## src/rtl/unstriping_pkg.sv

```systemverilog
// Shared types and constants for the two-lane unstriping controller.
package unstriping_pkg;

    localparam int unsigned WORD_W          = 32;
    localparam int unsigned DEFAULT_DEPTH   = 4;
    localparam int unsigned DEFAULT_TIMEOUT = 8;

    typedef enum logic [1:0] {
        EXP0   = 2'd0,
        EXP1   = 2'd1,
        RESYNC = 2'd2
    } state_t;

endpackage

```

## src/rtl/lane_fifo.sv

```systemverilog
// Per-lane FIFO; a push into a full FIFO is accepted only if it pops on the same edge.
module lane_fifo
    import unstriping_pkg::*;
#(
    parameter int unsigned DEPTH = DEFAULT_DEPTH,
    parameter int unsigned WIDTH = WORD_W
) (
    input  logic             clk_2f,
    input  logic             reset_L,
    input  logic             push,
    input  logic             pop,
    input  logic             flush,
    input  logic [WIDTH-1:0] din,
    output logic [WIDTH-1:0] dout,
    output logic             empty,
    output logic             full
);

    localparam int unsigned   AW       = (DEPTH > 1) ? $clog2(DEPTH) : 1;
    localparam logic [AW:0]   FULL_CNT = (AW+1)'(DEPTH);
    localparam logic [AW:0]   CNT_ONE  = (AW+1)'(1);
    localparam logic [AW-1:0] PTR_ONE  = AW'(1);

    logic [WIDTH-1:0] mem [DEPTH];
    logic [AW-1:0]    rd_ptr;
    logic [AW-1:0]    wr_ptr;
    logic [AW:0]      count;
    logic             do_push;
    logic             do_pop;

    assign empty   = (count == '0);
    assign full    = (count == FULL_CNT);
    assign do_pop  = pop && !empty;
    assign do_push = push && (!full || do_pop);
    assign dout    = mem[rd_ptr];

    always_ff @(posedge clk_2f) begin
        if (do_push && reset_L && !flush) begin
            mem[wr_ptr] <= din;
        end
    end

    always_ff @(posedge clk_2f) begin
        if (!reset_L || flush) begin
            rd_ptr <= '0;
            wr_ptr <= '0;
            count  <= '0;
        end else begin
            if (do_push) begin
                wr_ptr <= wr_ptr + PTR_ONE;
            end
            if (do_pop) begin
                rd_ptr <= rd_ptr + PTR_ONE;
            end
            case ({do_push, do_pop})
                2'b10:   count <= count + CNT_ONE;
                2'b01:   count <= count - CNT_ONE;
                default: count <= count;
            endcase
        end
    end

endmodule

```

## src/rtl/unstriping_ctrl.sv

```systemverilog
// Merges two striped lanes back into one stream, alternating lane 0 / lane 1,
// with a stall timeout that flushes both lanes and realigns on lane 0.
module unstriping_ctrl
    import unstriping_pkg::*;
#(
    parameter int unsigned DEPTH   = DEFAULT_DEPTH,
    parameter int unsigned TIMEOUT = DEFAULT_TIMEOUT
) (
    input  logic              clk_2f,
    input  logic              reset_L,
    input  logic [WORD_W-1:0] data_in0,
    input  logic              valid_in0,
    input  logic [WORD_W-1:0] data_in1,
    input  logic              valid_in1,
    input  logic              ready_out,
    output logic [WORD_W-1:0] data_out,
    output logic              valid_out,
    output logic              lane_out,
    output logic [15:0]       word_cnt,
    output logic              err_ovf,
    output logic              err_tmo,
    output logic [1:0]        state_out
);

    localparam logic [7:0] TMO = 8'(TIMEOUT);

    state_t            state;
    logic [7:0]        stall_cnt;

    logic [WORD_W-1:0] dout0, dout1;
    logic              empty0, empty1;
    logic              full0, full1;
    logic              push0, push1;
    logic              pop0, pop1;
    logic              flush;
    logic              ovf0, ovf1;

    logic              exp_lane;
    logic              cur_empty;
    logic              oth_empty;
    logic              timeout_hit;
    logic              pop_go;

    assign exp_lane    = (state == EXP1);
    assign cur_empty   = exp_lane ? empty1 : empty0;
    assign oth_empty   = exp_lane ? empty0 : empty1;
    assign timeout_hit = (state != RESYNC) && (stall_cnt == TMO);
    // A pending timeout wins over a pop that would otherwise happen on the same edge.
    assign pop_go      = (state != RESYNC) && !timeout_hit && !cur_empty && ready_out;
    assign pop0        = pop_go && !exp_lane;
    assign pop1        = pop_go && exp_lane;

    assign flush       = (state == RESYNC);
    assign push0       = valid_in0 && !flush;
    assign push1       = valid_in1 && !flush;
    assign ovf0        = push0 && full0 && !pop0;
    assign ovf1        = push1 && full1 && !pop1;

    assign state_out   = state;

    lane_fifo #(
        .DEPTH (DEPTH),
        .WIDTH (WORD_W)
    ) u_fifo0 (
        .clk_2f  (clk_2f),
        .reset_L (reset_L),
        .push    (push0),
        .pop     (pop0),
        .flush   (flush),
        .din     (data_in0),
        .dout    (dout0),
        .empty   (empty0),
        .full    (full0)
    );

    lane_fifo #(
        .DEPTH (DEPTH),
        .WIDTH (WORD_W)
    ) u_fifo1 (
        .clk_2f  (clk_2f),
        .reset_L (reset_L),
        .push    (push1),
        .pop     (pop1),
        .flush   (flush),
        .din     (data_in1),
        .dout    (dout1),
        .empty   (empty1),
        .full    (full1)
    );

    always_ff @(posedge clk_2f) begin
        if (!reset_L) begin
            state     <= EXP0;
            stall_cnt <= '0;
            data_out  <= '0;
            valid_out <= 1'b0;
            lane_out  <= 1'b0;
            word_cnt  <= '0;
            err_ovf   <= 1'b0;
            err_tmo   <= 1'b0;
        end else begin
            valid_out <= 1'b0;
            if (ovf0 || ovf1) begin
                err_ovf <= 1'b1;
            end
            case (state)
                RESYNC: begin
                    state     <= EXP0;
                    stall_cnt <= '0;
                end
                default: begin
                    if (timeout_hit) begin
                        state     <= RESYNC;
                        stall_cnt <= '0;
                        err_tmo   <= 1'b1;
                    end else if (pop_go) begin
                        data_out  <= exp_lane ? dout1 : dout0;
                        lane_out  <= exp_lane;
                        valid_out <= 1'b1;
                        word_cnt  <= word_cnt + 16'd1;
                        state     <= exp_lane ? EXP0 : EXP1;
                        stall_cnt <= '0;
                    end else if (ready_out) begin
                        // Expected lane is empty here; back-pressure freezes the counter.
                        if (!oth_empty) begin
                            stall_cnt <= stall_cnt + 8'd1;
                        end else begin
                            stall_cnt <= '0;
                        end
                    end
                end
            endcase
        end
    end

endmodule

```

## config.mk

```make
export PLATFORM = sky130hd
export DESIGN_NAME = unstriping_ctrl
export DESIGN_NICKNAME = d
export VERILOG_FILES = /design/src/rtl/unstriping_pkg.sv /design/src/rtl/lane_fifo.sv /design/src/rtl/unstriping_ctrl.sv
export SDC_FILE = /design/constraint.sdc
export NUM_CORES = 1
export LEC_CHECK = 0
export CORE_MARGIN = 1.5
export CORE_UTILIZATION = 51
export DETAILED_ROUTE_END_ITERATION = 10
export GPL_TIMING_DRIVEN = 0
export PLACE_DENSITY = 0.72
export SETUP_SLACK_MARGIN = 0.2
export SLEW_MARGIN = 10
export SYNTH_ARGS = -nofsm -noshare
export SYNTH_HDL_FRONTEND = slang
export SYNTH_HIERARCHICAL = 1
export SYNTH_SLANG_ARGS = --single-unit
```

## constraint.sdc

```tcl
create_clock -name clk_2f -period 5.5 [get_ports clk_2f]
set_clock_uncertainty 0.15 [all_clocks]
set_input_delay 1.1 -clock clk_2f [delete_from_list [all_inputs] [get_ports clk_2f]]
set_output_delay 1.1 -clock clk_2f [all_outputs]
set_load 0.005 [all_outputs]
```

Word-level counts from Yosys, hierarchy flattened
Memory sizes are Yosys's and may differ from the RTL's. A register that Yosys moved wholly into a read port is not among the register bits. Cells that the tools add are included.

Memories: 2. Logic and storage cells: 103. Input port bits: 69. Bits in writable memories: 256. Output and inout port bits: 54. Bits in registers: 76.

Bitwise gates (word level): 3. $add $sub $neg: 10. Equality and inequality tests: 10. Reduce and logical (&&, ||, !) cells: 45. Muxes and demuxes: 18.

Memories: u_fifo0.mem (depth 4, width 32, read ports 1, clocked after Yosys merged registers in 1, wr ports 1, line lane_fifo.sv:24) `logic [WIDTH-1:0] mem [DEPTH];`; u_fifo1.mem (depth 4, width 32, read ports 1, clocked after Yosys merged registers in 1, wr ports 1, line lane_fifo.sv:24).

Operators with widths (number): 32-bit two-way mux (1); 1-bit logical AND (20); 16-bit by 1-bit adder with 16-bit output, second input constant (1); 2-bit two-way mux (6); 3-bit case mux with 2 select lines (2); 1-bit logical NOT (11); 2-bit by 1-bit adder with 2-bit output, second input constant (4); 8-bit by 1-bit adder with 8-bit output, second input constant (1); 8-bit by 4-bit equality test with 1-bit output, second input constant (1); 1-bit two-way mux (8); 8-bit two-way mux (1); 3-bit by 1-bit adder with 3-bit output, second input constant (2); 2-bit by 1-bit equality test with 1-bit output, second input constant (3); 2-bit equality test, second input constant (3); 3-bit equality test, second input constant (2); 3-bit logical NOT (2); 2-bit nonzero test (3); 3-bit by 1-bit subtractor with 3-bit output, second input constant (2); 1-bit logical OR (4); 4-bit OR reduction (1); 1-bit inverter (3); 3-bit AND reduction (1); 3-bit OR reduction (1); 2-bit != test, second input constant (1); 2 further kinds (2).

Logic depth before layout (Yosys ltp)
Gate-level depths: netlist of the first run.

Depth after elaboration: 14. Gate-level depth with buffers: 13. Depth with buffers taken out: 11.

Modules after synthesis
The synthesis of the first run kept the hierarchy.

By module, submodules not included: lane_fifo (u_fifo1) (instances 1, cells each 234, area each 5201.2 um2, sequential area each 4023.9 um2); lane_fifo (u_fifo0) (instances 1, cells each 228, area each 5133.7 um2, sequential area each 4023.9 um2); unstriping_ctrl (instances 1, cells each 327, area each 3213.1 um2, sequential area each 1241.2 um2).

Least setup slack after synthesis of the first run
No wires, ideal clock.

Path kind: in2reg. Start point: input ready_out. End point: memory u_fifo0/mem[0][0] in the netlist's numbering, enable pin. Data required time: 4.958 ns. Path slack: 1.638 ns. Cell stages on the path: 9. Setup time: 0.392 ns. Path buffers: 2. Data arrival time: 3.320 ns. Cell sequence: buf_2 -> inv_1 -> a21oi_1 -> clkbuf_1 -> and2_1 -> or4b_4 -> nand2_1 -> nor2_1 -> and2_1.

Cells in the longest elaborated chain, start to end: 9.

Ends and longest elaborated chain: start: declaration (line unstriping_ctrl.sv:15) `input logic ready_out,`; 1-bit logical AND (line unstriping_ctrl.sv:49) `assign pop_go = (state != RESYNC) && !timeout_hit && !cur_empty && ready_out;`; 1-bit logical AND (line unstriping_ctrl.sv:50) `assign pop0 = pop_go && !exp_lane;`; named net pop0 (line unstriping_ctrl.sv:34) `logic pop0, pop1;`; 1-bit logical AND (line lane_fifo.sv:33) `assign do_pop = pop && !empty;`; 1-bit logical OR (line lane_fifo.sv:34) `assign do_push = push && (!full || do_pop);`; 1-bit logical AND (line lane_fifo.sv:34); 1-bit logical AND (2 in series) (line lane_fifo.sv:38) `if (do_push && reset_L && !flush) begin`; 1-bit two-way mux (line lane_fifo.sv:38); 1-bit two-way mux (not written as such) (line lane_fifo.sv:39) `mem[wr_ptr] <= din;`; end: declaration (line lane_fifo.sv:24).

The timed path passes the listed nets, and every way through them passes these cells.

Final worst setup path of the first run
Start point: input ready_out. End point: register u_fifo1.count[2].

Cells in the longest elaborated chain, start to end: 7. Elaborated cells between the ends (all ways): 9. Those cells by class: 2 x eq/ne; 1 x mux; 6 x reduce/logical.

Ends and longest elaborated chain: 1-bit logical AND (*) (line unstriping_ctrl.sv:49); 1-bit logical AND (*) (line unstriping_ctrl.sv:51) `assign pop1 = pop_go && exp_lane;`; named net pop1 (line unstriping_ctrl.sv:34); 1-bit logical AND (*) (line lane_fifo.sv:33); 1-bit logical OR (line lane_fifo.sv:34); 1-bit logical AND (line lane_fifo.sv:34); 2-bit by 1-bit equality test with 1-bit output / 2-bit equality test (equally long branches) (line lane_fifo.sv:55) `case ({do_push, do_pop})`; 3-bit case mux with 2 select lines / 2-bit nonzero test (equally long branches); end signal: assignment (line lane_fifo.sv:56) `2'b10: count <= count + CNT_ONE;`; end signal: assignment (line lane_fifo.sv:57) `2'b01: count <= count - CNT_ONE;`; end signal: assignment (line lane_fifo.sv:58) `default: count <= count;`; end: declaration (line lane_fifo.sv:27) `logic [AW:0] count;`.

Mark *: on every way through the listed nets, which the timed path passes. The rest lies on a longest branch. A chain may end at the register's enable or synchronous reset.

==> results of run 1 <==
==> where the power goes <==
group | total, µW | leakage (µW) | internal [µW] | switching, µW
combinational | 550 | 0.00172 | 254 | 296
clock | 2250 | 0.000539 | 1330 | 923
sequential | 2880 | 0.00298 | 2830 | 48.0
==> cells by family after synthesis <==
group,synth area share
AOI/OAI and AO/OA,0.07185
xor gates and xnor gates,0.01034
adders and majority gates,0.01311
buffers and inverters,0.02420
DFF,0.6856
muxes,0.1368
and+or+nand+nor,0.05809
==> critical path, delay by kind of cell <==
kind	cells	cell delay, ns
simple gates	3	0.76
buf+inv	4	1.12
fa+ha+maj	1	0.39
compound gates	4	0.96
==> metal layers <==
metal	vias to the layer above	track usage	share of wire
met5	-	0	0.00031
met4	2	0.06306	0.023
met3	48	0.04862	0.063
met2	237	0.3355	0.48
met1	3897	0.2945	0.44
li1	3462	-	-
==> final cells by class <==
cell class              instances  area, µm²
plain buffers                  47      252.7
fillers                      1925       9671
clock buffers                  52      979.7
diodes                          1      2.502
flip-flops and latches        336       9289
inverters                      20      75.07
well taps                     335      419.2
clock inverters                10      121.4
multi-input cells             386       3938
repair buffers                126       1311
==> how the worst max path moves through the flow <==
stage / cells past startpoint / to / start / slack (ns)
floorplan: 9 / u_fifo0/mem[0][0]$_DFFE_PP_ / ready_out / 1.64
global placement: 9 / u_fifo0/mem[1][9]$_DFFE_PP_ / ready_out / 0.24
detailed placement: 12 / u_fifo1/count[2]$_SDFFE_PP0P_ / ready_out / 0.94
CTS: 12 / u_fifo1/count[2]$_SDFFE_PP0P_ / ready_out / 1.47
global route: 13 / u_fifo1/count[2]$_SDFFE_PP0P_ / stall_cnt[0]$_SDFFE_PP0P_ / 1.16
finish: 12 / u_fifo1/count[2]$_SDFFE_PP0P_ / ready_out / 1.45
==> sequential cells by signal, summed over array words and instances (netlist names), named ones only <==
register	cells
word_cnt	16
data_out	32
stall_cnt	8
lane_out	1
u_fifo1/count	3
u_fifo1/mem	128
state_out	2
u_fifo1/rd_ptr	2
u_fifo1/wr_ptr	2
valid_out	1
err_ovf	1
u_fifo0/mem	128
err_tmo	1
u_fifo0/count	3
u_fifo0/rd_ptr	2
u_fifo0/wr_ptr	2
==> synth_stat cells, drive strengths merged, types with 2 or more instances <==
master,count,share of area
ha,11,0.010
and2,12,0.0057
and4,3,0.0019
nand2b,9,0.0042
a221oi,2,0.0018
xnor2,5,0.0032
o21ai,8,0.0032
xor2,11,0.0071
nand2,16,0.0044
o311ai,2,0.0013
o31ai,12,0.0070
inv,20,0.0055
a31oi,4,0.0018
and3,8,0.0040
clkbuf,22,0.0061
or4b,3,0.0030
or3,3,0.0014
o211ai,3,0.0027
a211oi,33,0.029
fa,2,0.0030
nand4,4,0.0018
nor3b,5,0.0035
a21oi,49,0.018
nor2,14,0.0041
nor2b,2,0.00092
buf,25,0.013
dfxtp,80,0.12
mux2i,40,0.030
nand3,18,0.0066
mux4,64,0.11
nor4,2,0.00092
or4,9,0.0050
or2,4,0.0018
edfxtp,256,0.57
o2111ai,3,0.0032
nor3,12,0.0044
==> through the flow <==
| stage | hold slack, ns | cells |
|---|---|---|
| 6_report | 0.3260 | 1313 |
| 2_1_floorplan | 0.3091 | 789 |
| 3_5_place_dp | 0.3189 | 1250 |
| 3_3_place_gp | 0.3106 | 1245 |
| 5_1_grt | 0.3541 | 1312 |
| 4_1_cts | 0.3291 | 1312 |
==> metrics, run 1 <==
Worst path max stage delay=0.49 ns; buffers added on ports=121; placement-stage worst setup slack=0.9421 ns; Starting Density=0.5199; most frequently used flop master after synthesis=edfxtp_1; startpoint type of the worst setup path=input pin; final instance area=16390 µm²; Slew Viols, Final=0; vias in the first global route=7662; number of levels the H-tree was split into=2; Gate Count Post-Synth=789; wire length reported by the detailed router=28.69 mm; worst path required time=5.79 ns; Vias per Instance=5.823; worst hold path startpoint=word_cnt[15]$_SDFFE_PN0P_; worst IR drop on VDD=0.2423 mV; clock slew at the register clock pins of the worst setup and hold paths=0.06 ns; final period demand of the worst path=4.050 ns; cell with the largest stage delay on the worst path=a21oi_1; measured slew at the worst slew-check pin=0.9659 ns; number of clock sinks=336; distinct cell type count after synthesis=65; number of storage elements in the synthesis netlist=336; Final HPWL DP=18.73 mm; result of the run=finished, final reports clean; Placement Cell Area=15280 µm²; cell with the most instances on the worst path=clkbuf_1; fin crit share=0.7364; YS warnings=6; hold endpoint=word_cnt[15]$_SDFFE_PN0P_; post-synthesis sequential area ratio=0.6856; most common cell after layout, fill and taps aside=edfxtp_1; pwr/cell area=346.6 nW/µm²; row count=59; total of endpoints with negative setup slack in the final report=0; Iteration-0 DRC Markers=731; Root Buffer Master=clkbuf_16; ordered cell list for the critical path=buf_2 > inv_1 > a21oi_1 > clkbuf_1 > and3_1 > clkbuf_1 > o31ai_1 > or2_2 > fa_1 > nand2b_1 > o21bai_1 > a31oi_1; Post-CTS Setup Repair Bufs=0; number of enable flip-flop cells after synthesis=256; proportion of layout cells with a drive suffix above 1=0.2027; wire length of the first global-routing pass=44.52 mm; top library cells by usage in the layout, fill and taps aside=edfxtp_1, clkdlybuf4s50_1, dfxtp_1, mux4_2, a21oi_1; overflow left after global routing=0; post-cts repair resize count=0; Async SR Flop Fraction=0; endpoint kind of the worst setup timing path=register; Vert. Die Dim=166.0 µm; clock latency on the worst-skew pair=0.52 ns; worst setup margin=1.450 ns; register-to-register setup slack=1.48 ns; remaining antenna violation count=0; max-slew headroom at the worst pin=0.3561; # nets final=1033; I/O pin count=123; Inserted Clock Buffers=34; area enclosed by the die boundary=27550 µm²; worst-path fanout max=10; final standard cell utilization of the core=0.6289; worst reg2reg endpoint=u_fifo1/count[2]$_SDFFE_PP0P_; Max clock buf depth=3; pin count of the biggest net entering global routing=33; Total Negative Setup Slacks=0 ns; Crit path arrival time=4.34 ns; kind of path behind the tightest hold check=register to register; worst hold path stage count=2; leakage power=0.005230 µW; total number of vias=7646; Pwr Total=5680 µW; type of the worst setup path=input pin to register; routed wire length per instance=21.85 µm; endpoints failing hold=0; Die Width=166.0 µm; Max Freq=246.9 MHz; RSZ-0062 raised after global routing=no; hold-fix buffer count after cts=0; number of antenna violations at the first check in global routing=2; worst reg2reg path depth=13; DRC violation count after routing=0; area delta synth->final=20.96%; Max Cap Viol=0; total global-route track usage=0.2116; syn nets=871; gp weighted congestion=0.7774; CTS tree=yes; core outline area=26060 µm²; router iterations before antenna repair=5; worst flop-to-flop path startpoint=stall_cnt[0]$_SDFFE_PP0P_; average footprint of a synthesized cell=17.17 µm²; mapped cell area=13550 µm²
No activity file was read; power rests on OpenSTA's default activity.
==> run 2: changes to the inputs <==
- clock period: 5.5 -> 4.1 ns (I/O delays scaled with it)
==> metrics, run 2 (same netlist as run 1, synthesis figures left out) <==
result of the run=finished, final reports clean; Root Buffer Master=clkbuf_16; most common cell after layout, fill and taps aside=edfxtp_1; cell with the largest stage delay on the worst path=dfxtp_1; worst path required time=4.34 ns (-1.45 ns); power share of the sequential group=0.506 (about the same); internal power=5920 µW (+34%); post-cts repair resize count=1 (+1); number of clock sinks=336 (unchanged); total global-route track usage=0.2117 (about the same); vias in the first global route=7665 (+0.039%); remaining antenna violation count=0 (unchanged); worst IR drop on VDD=0.3251 mV (+34%); hold-fix buffer count after cts=0 (unchanged); worst setup margin=0.5200 ns (-0.9299 ns); # nets final=1033 (unchanged); placement-stage worst setup slack=-0.1779 ns (-1.120 ns); register-to-register setup slack=0.52 ns (-0.96 ns); Die Width=166.0 µm (unchanged); number of levels the H-tree was split into=2 (unchanged); pwr/cell area=464.9 nW/µm² (+34%); clock latency on the worst-skew pair=0.52 ns (about the same); area delta synth->final=21.02% (about the same); proportion of layout cells with a drive suffix above 1=0.2068 (+0.004094); pin count of the biggest net entering global routing=33 (unchanged); power share of the clock group=0.397 (about the same); gp weighted congestion=0.7774 (unchanged); leakage power=0.005239 µW (+0.18%); Final HPWL DP=18.73 mm (unchanged); switching portion of total power=0.2233 (+0.0002633); area enclosed by the die boundary=27550 µm² (unchanged); RSZ-0062 raised after global routing=no; Inserted Clock Buffers=34 (unchanged); final instance area=16400 µm² (about the same); endpoint kind of the worst setup timing path=register; endpoints failing hold=0 (unchanged); final period demand of the worst path=3.580 ns; Post-CTS Setup Repair Bufs=0 (unchanged); DRC violation count after routing=0 (unchanged); worst-case hold slack=0.3260 ns (+0.00002700 ns); Slew Viols, Final=0 (unchanged); net switching power figure=1702 µW (+34%); routed wire length per instance=21.89 µm (+0.19%); kind of path behind the tightest hold check=register to register; ordered cell list for the critical path=inv_1 > ha_1 > nor4b_2 > a21oi_2 > clkbuf_2 > and2_1 > o31ai_1 > or2_2 > fa_1 > and4b_1 > o21ai_1 > nor3b_2; worst-path fanout max=10 (unchanged); Max Freq=279.3 MHz; clock slew at the register clock pins of the worst setup and hold paths=0.06 ns (about the same); fin crit share=0.8732; number of antenna violations at the first check in global routing=2 (unchanged); overflow left after global routing=0 (unchanged); startpoint type of the worst setup path=register; measured slew at the worst slew-check pin=0.9785 ns (+0.01262 ns); Max Cap Viol=0 (unchanged); top library cells by usage in the layout, fill and taps aside=edfxtp_1, clkdlybuf4s50_1, dfxtp_1, mux4_2, a21oi_1; router iterations before antenna repair=5 (unchanged); buffers added on ports=121 (unchanged); Crit path arrival time=3.82 ns (-0.52 ns); largest registers=u_fifo0/mem: 128 flops, u_fifo1/mem: 128 flops, data_out: 32 flops; wire length reported by the detailed router=28.74 mm (+0.19%); Max clock buf depth=3 (unchanged); total number of vias=7644 (-0.026%); core outline area=26060 µm² (unchanged); Placement Cell Area=15280 µm² (unchanged); final standard cell utilization of the core=0.6292 (about the same); relative contribution of combinational cells to total power=0.097 (about the same); I/O pin count=123 (unchanged); Vias per Instance=5.822 (about the same); combined buffer and inverter count along the critical path=2 (-2); Iteration-0 DRC Markers=721 (-1.4%); Worst path max stage delay=0.42 ns (-0.07 ns); Total Negative Setup Slacks=0 ns (unchanged); CTS tree=yes; row count=59 (unchanged); wire length of the first global-routing pass=44.55 mm (about the same); Vert. Die Dim=166.0 µm (unchanged); total of endpoints with negative setup slack in the final report=0 (unchanged); dominant delay contributor by cell family on the critical path=simple AND/OR/NAND/NOR gates; type of the worst setup path=register to register; Starting Density=0.5199 (unchanged); max-slew headroom at the worst pin=0.3477 (-0.008417)
[run 2: changes by cell type in the layout (fill, tap and decap cells not counted)]
cell,change
clkbuf_1,-3
clkbuf_2,+3
a21oi_1,-1
a21oi_2,+1
[run 2: worst reg2reg max path, stage by stage (launching register included)]
cell,delay [ns]
dfxtp_1,0.42
inv_1,0.07
ha_1,0.21
nor4b_2,0.19
a21oi_2,0.36
clkbuf_2,0.35
and2_1,0.30
o31ai_1,0.21
or2_2,0.33
fa_1,0.37
and4b_1,0.28
o21ai_1,0.07
nor3b_2,0.15
[run 2: routing by layer]
metal / global-route usage / vias up / share of wire
met4: 0.06306 / 2 / 0.025
met5: 0 / - / 0.00031
met3: 0.04862 / 55 / 0.066
met2: 0.3355 / 251 / 0.48
met1: 0.2948 / 3874 / 0.43
li1: - / 3462 / -
[run 2: power groups by stage]
stage	Sequential, µW	Combinational (µW)	Clock, µW
2_1_floorplan	3910	412	0
6_report	3860	738	3030
4_1_cts	3860	744	3070
3_3_place_gp	3930	714	0
5_1_grt	3870	802	3210
3_5_place_dp	3930	739	0
[run 2: worst paths after layout]
check	endpoint	startpoint	cells past startpoint
worst max-delay path	u_fifo0/count[2]$_SDFFE_PP0P_	stall_cnt[0]$_SDFFE_PP0P_	12
worst min register to register	word_cnt[15]$_SDFFE_PN0P_	word_cnt[15]$_SDFFE_PN0P_	2
worst max register to register	u_fifo0/count[2]$_SDFFE_PP0P_	stall_cnt[0]$_SDFFE_PP0P_	12
worst min-delay path	word_cnt[15]$_SDFFE_PN0P_	word_cnt[15]$_SDFFE_PN0P_	2
[run 2: final cells by class]
type,instances,area (µm²)
tap,335,419.2
inverter,20,75.07
buffer,47,256.5
sequential,336,9289
timing repair buffer,126,1311
antenna,1,2.502
clock inverter,10,121.4
fill,1921,9663
clock buffer,52,979.7
multi-input combinational,386,3941
[run 2: metrics by stage]
step                      instances  power [µW]
after floorplan                 789        4322
after global placement         1245        4643
after detailed placement       1250        4669
after CTS                      1312        7675
after global routing           1312        7881
final                          1313        7623
==> run 3: changes to the inputs <==
- CORE_MARGIN: 1.5 -> 1
==> metrics, run 3 (same netlist as run 1, synthesis figures left out) <==
worst IR drop on VDD=0.4328 mV (+33%); final period demand of the worst path=3.559 ns (-0.02140 ns); number of antenna violations at the first check in global routing=0 (-2); Pwr Total=7782 µW (+2.1%); area enclosed by the die boundary=27220 µm² (-1.2%); worst-path fanout max=10 (unchanged); type of the worst setup path=register to register; area delta synth->final=21.61%; total global-route track usage=0.2183 (+0.006598); clock slew at the register clock pins of the worst setup and hold paths=0.06 ns (about the same); endpoint kind of the worst setup timing path=register; worst path required time=4.39 ns (+0.05 ns); DRC violation count after routing=0 (unchanged); Iteration-0 DRC Markers=524 (-27%); fin crit share=0.8679 (-0.005220); worst reg2reg endpoint=u_fifo1/count[2]$_SDFFE_PP0P_; total of endpoints with negative setup slack in the final report=0 (unchanged); vias in the first global route=7579 (-1.1%); number of levels the H-tree was split into=2 (unchanged); leakage power=0.005277 µW (+0.72%); overflow left after global routing=0 (unchanged); register-to-register setup slack=0.54 ns (+0.02 ns); worst setup margin=0.5414 ns (+0.02140 ns); worst reg2reg path depth=13 (+1); I/O pin count=123 (unchanged); proportion of layout cells with a drive suffix above 1=0.2084 (+0.001621); largest registers=u_fifo0/mem: 128 flops, u_fifo1/mem: 128 flops, data_out: 32 flops; Max Cap Viol=0 (unchanged); most common cell after layout, fill and taps aside=edfxtp_1; clock latency on the worst-skew pair=0.51 ns (about the same); core outline area=26060 µm² (unchanged); total number of vias=7636 (-0.10%); Final HPWL DP=18.58 mm (-0.80%); Vias per Instance=5.807 (-0.26%); Max Freq=281.0 MHz (+0.60%); result of the run=finished, final reports clean; CTS tree=yes; pwr/cell area=472.3 nW/µm² (+1.6%); wire length reported by the detailed router=28.60 mm (-0.49%); Die Width=165.0 µm (-0.60%); routed wire length per instance=21.75 µm (-0.64%); startpoint type of the worst setup path=register; number of clock sinks=336 (unchanged); top library cells by usage in the layout, fill and taps aside=edfxtp_1, clkdlybuf4s50_1, dfxtp_1, mux4_2, a21oi_1; Inserted Clock Buffers=35 (+2.9%); RSZ-0062 raised after global routing=no; final standard cell utilization of the core=0.6323 (+0.003073); worst flop-to-flop path startpoint=stall_cnt[0]$_SDFFE_PP0P_; Root Buffer Master=clkbuf_16; Starting Density=0.5199 (unchanged); Placement Cell Area=15280 µm² (unchanged); endpoints failing hold=0 (unchanged); # nets final=1034 (+0.097%); worst hold path startpoint=word_cnt[15]$_SDFFE_PN0P_; Crit path arrival time=3.85 ns (+0.03 ns); wire length of the first global-routing pass=43.78 mm (-1.7%); kind of path behind the tightest hold check=register to register; Filler cells=1879 (-2.2%); Slew Viols, Final=0 (unchanged); buffers added on ports=121 (unchanged); max-slew headroom at the worst pin=0.3392 (-0.008487); Vert. Die Dim=165.0 µm (-0.60%); remaining antenna violation count=0 (unchanged); placement-stage worst setup slack=-0.1407 ns (+0.03720 ns); router iterations before antenna repair=5 (unchanged); worst hold path stage count=2 (unchanged); row count=59 (unchanged); Max clock buf depth=3 (unchanged); measured slew at the worst slew-check pin=0.9912 ns (+0.01273 ns); pin count of the biggest net entering global routing=33 (unchanged); gp weighted congestion=0.8121 (+4.5%); hold endpoint=word_cnt[15]$_SDFFE_PN0P_; final instance area=16480 µm² (+0.49%)
[run 3: cell types whose count changed in the layout (fill, tap and decap cells not counted), sizes merged]
cell and change:
clkinv +1, clkbuf -1, inv +1, bufinv +1
[run 3: repair_timing]
action                                  CTS  global route
buffers inserted                          0             0
endpoints found under the setup margin    2            88
hold endpoints to repair                  0             0
hold buffers                              0             0
resized for setup                         1             5
[run 3: routing by layer]
metal,vias up,wire (µm),global-route usage
li1,3464,-,-
met1,3873,12160,0.3060
met2,252,13950,0.3480
met3,47,1776,0.03792
met4,0,710,0.07048
met5,-,0,0
[run 3: stage by stage]
| stage | hold slack, ns | cells | TNS (ns) |
|---|---|---|---|
| floorplan | 0.3091 | 789 | 0 |
| global placement | 0.3165 | 1245 | -113.71 |
| detailed placement | 0.3243 | 1250 | -0.2033 |
| CTS | 0.3327 | 1314 | 0 |
| global route | 0.3492 | 1314 | 0 |
| finish | 0.3316 | 1315 | 0 |
[run 3: worst max-delay path, cell delays in order, from the launching register on]
cell and delay, ns:
dfxtp_1 0.44, inv_1 0.07, ha_1 0.22, nor4b_2 0.19, a21oi_2 0.31, clkbuf_2 0.32
and3_1 0.25, clkbuf_2 0.24, o31ai_1 0.13, or2_2 0.31, fa_1 0.38, nand2b_1 0.17
o21bai_1 0.15, a31oi_1 0.16
[run 3: worst max-delay path by stage]
stage,startpoint,end,slack [ns]
after floorplan,ready_out,u_fifo0/mem[0][0]$_DFFE_PP_,0.52
after global placement,ready_out,u_fifo0/mem[1][11]$_DFFE_PP_,-0.78
after detailed placement,ready_out,u_fifo1/count[2]$_SDFFE_PP0P_,-0.14
after CTS,stall_cnt[0]$_SDFFE_PP0P_,u_fifo1/count[2]$_SDFFE_PP0P_,0.26
after global routing,stall_cnt[0]$_SDFFE_PP0P_,u_fifo1/count[2]$_SDFFE_PP0P_,0.36
final,stall_cnt[0]$_SDFFE_PP0P_,u_fifo1/count[2]$_SDFFE_PP0P_,0.54
[run 3: where the power goes]
part           switching, µW  total, µW  internal (µW)
Clock                   1250       3190           1940
Sequential              63.1       3860           3790
Combinational            398        738            340
[run 3: area by class of cell]
cell class,instances,area [µm²],area share
flip-flops and latches,336,9289,0.5638
well taps,335,419.2,0.02544
inverters,20,75.07,0.004557
clock buffers,51,1028,0.06242
repair buffers,126,1311,0.07959
diodes,1,2.502,0.0001519
multi-input cells,386,3941,0.2392
clock inverters,13,152.6,0.009265
plain buffers,47,256.5,0.01557
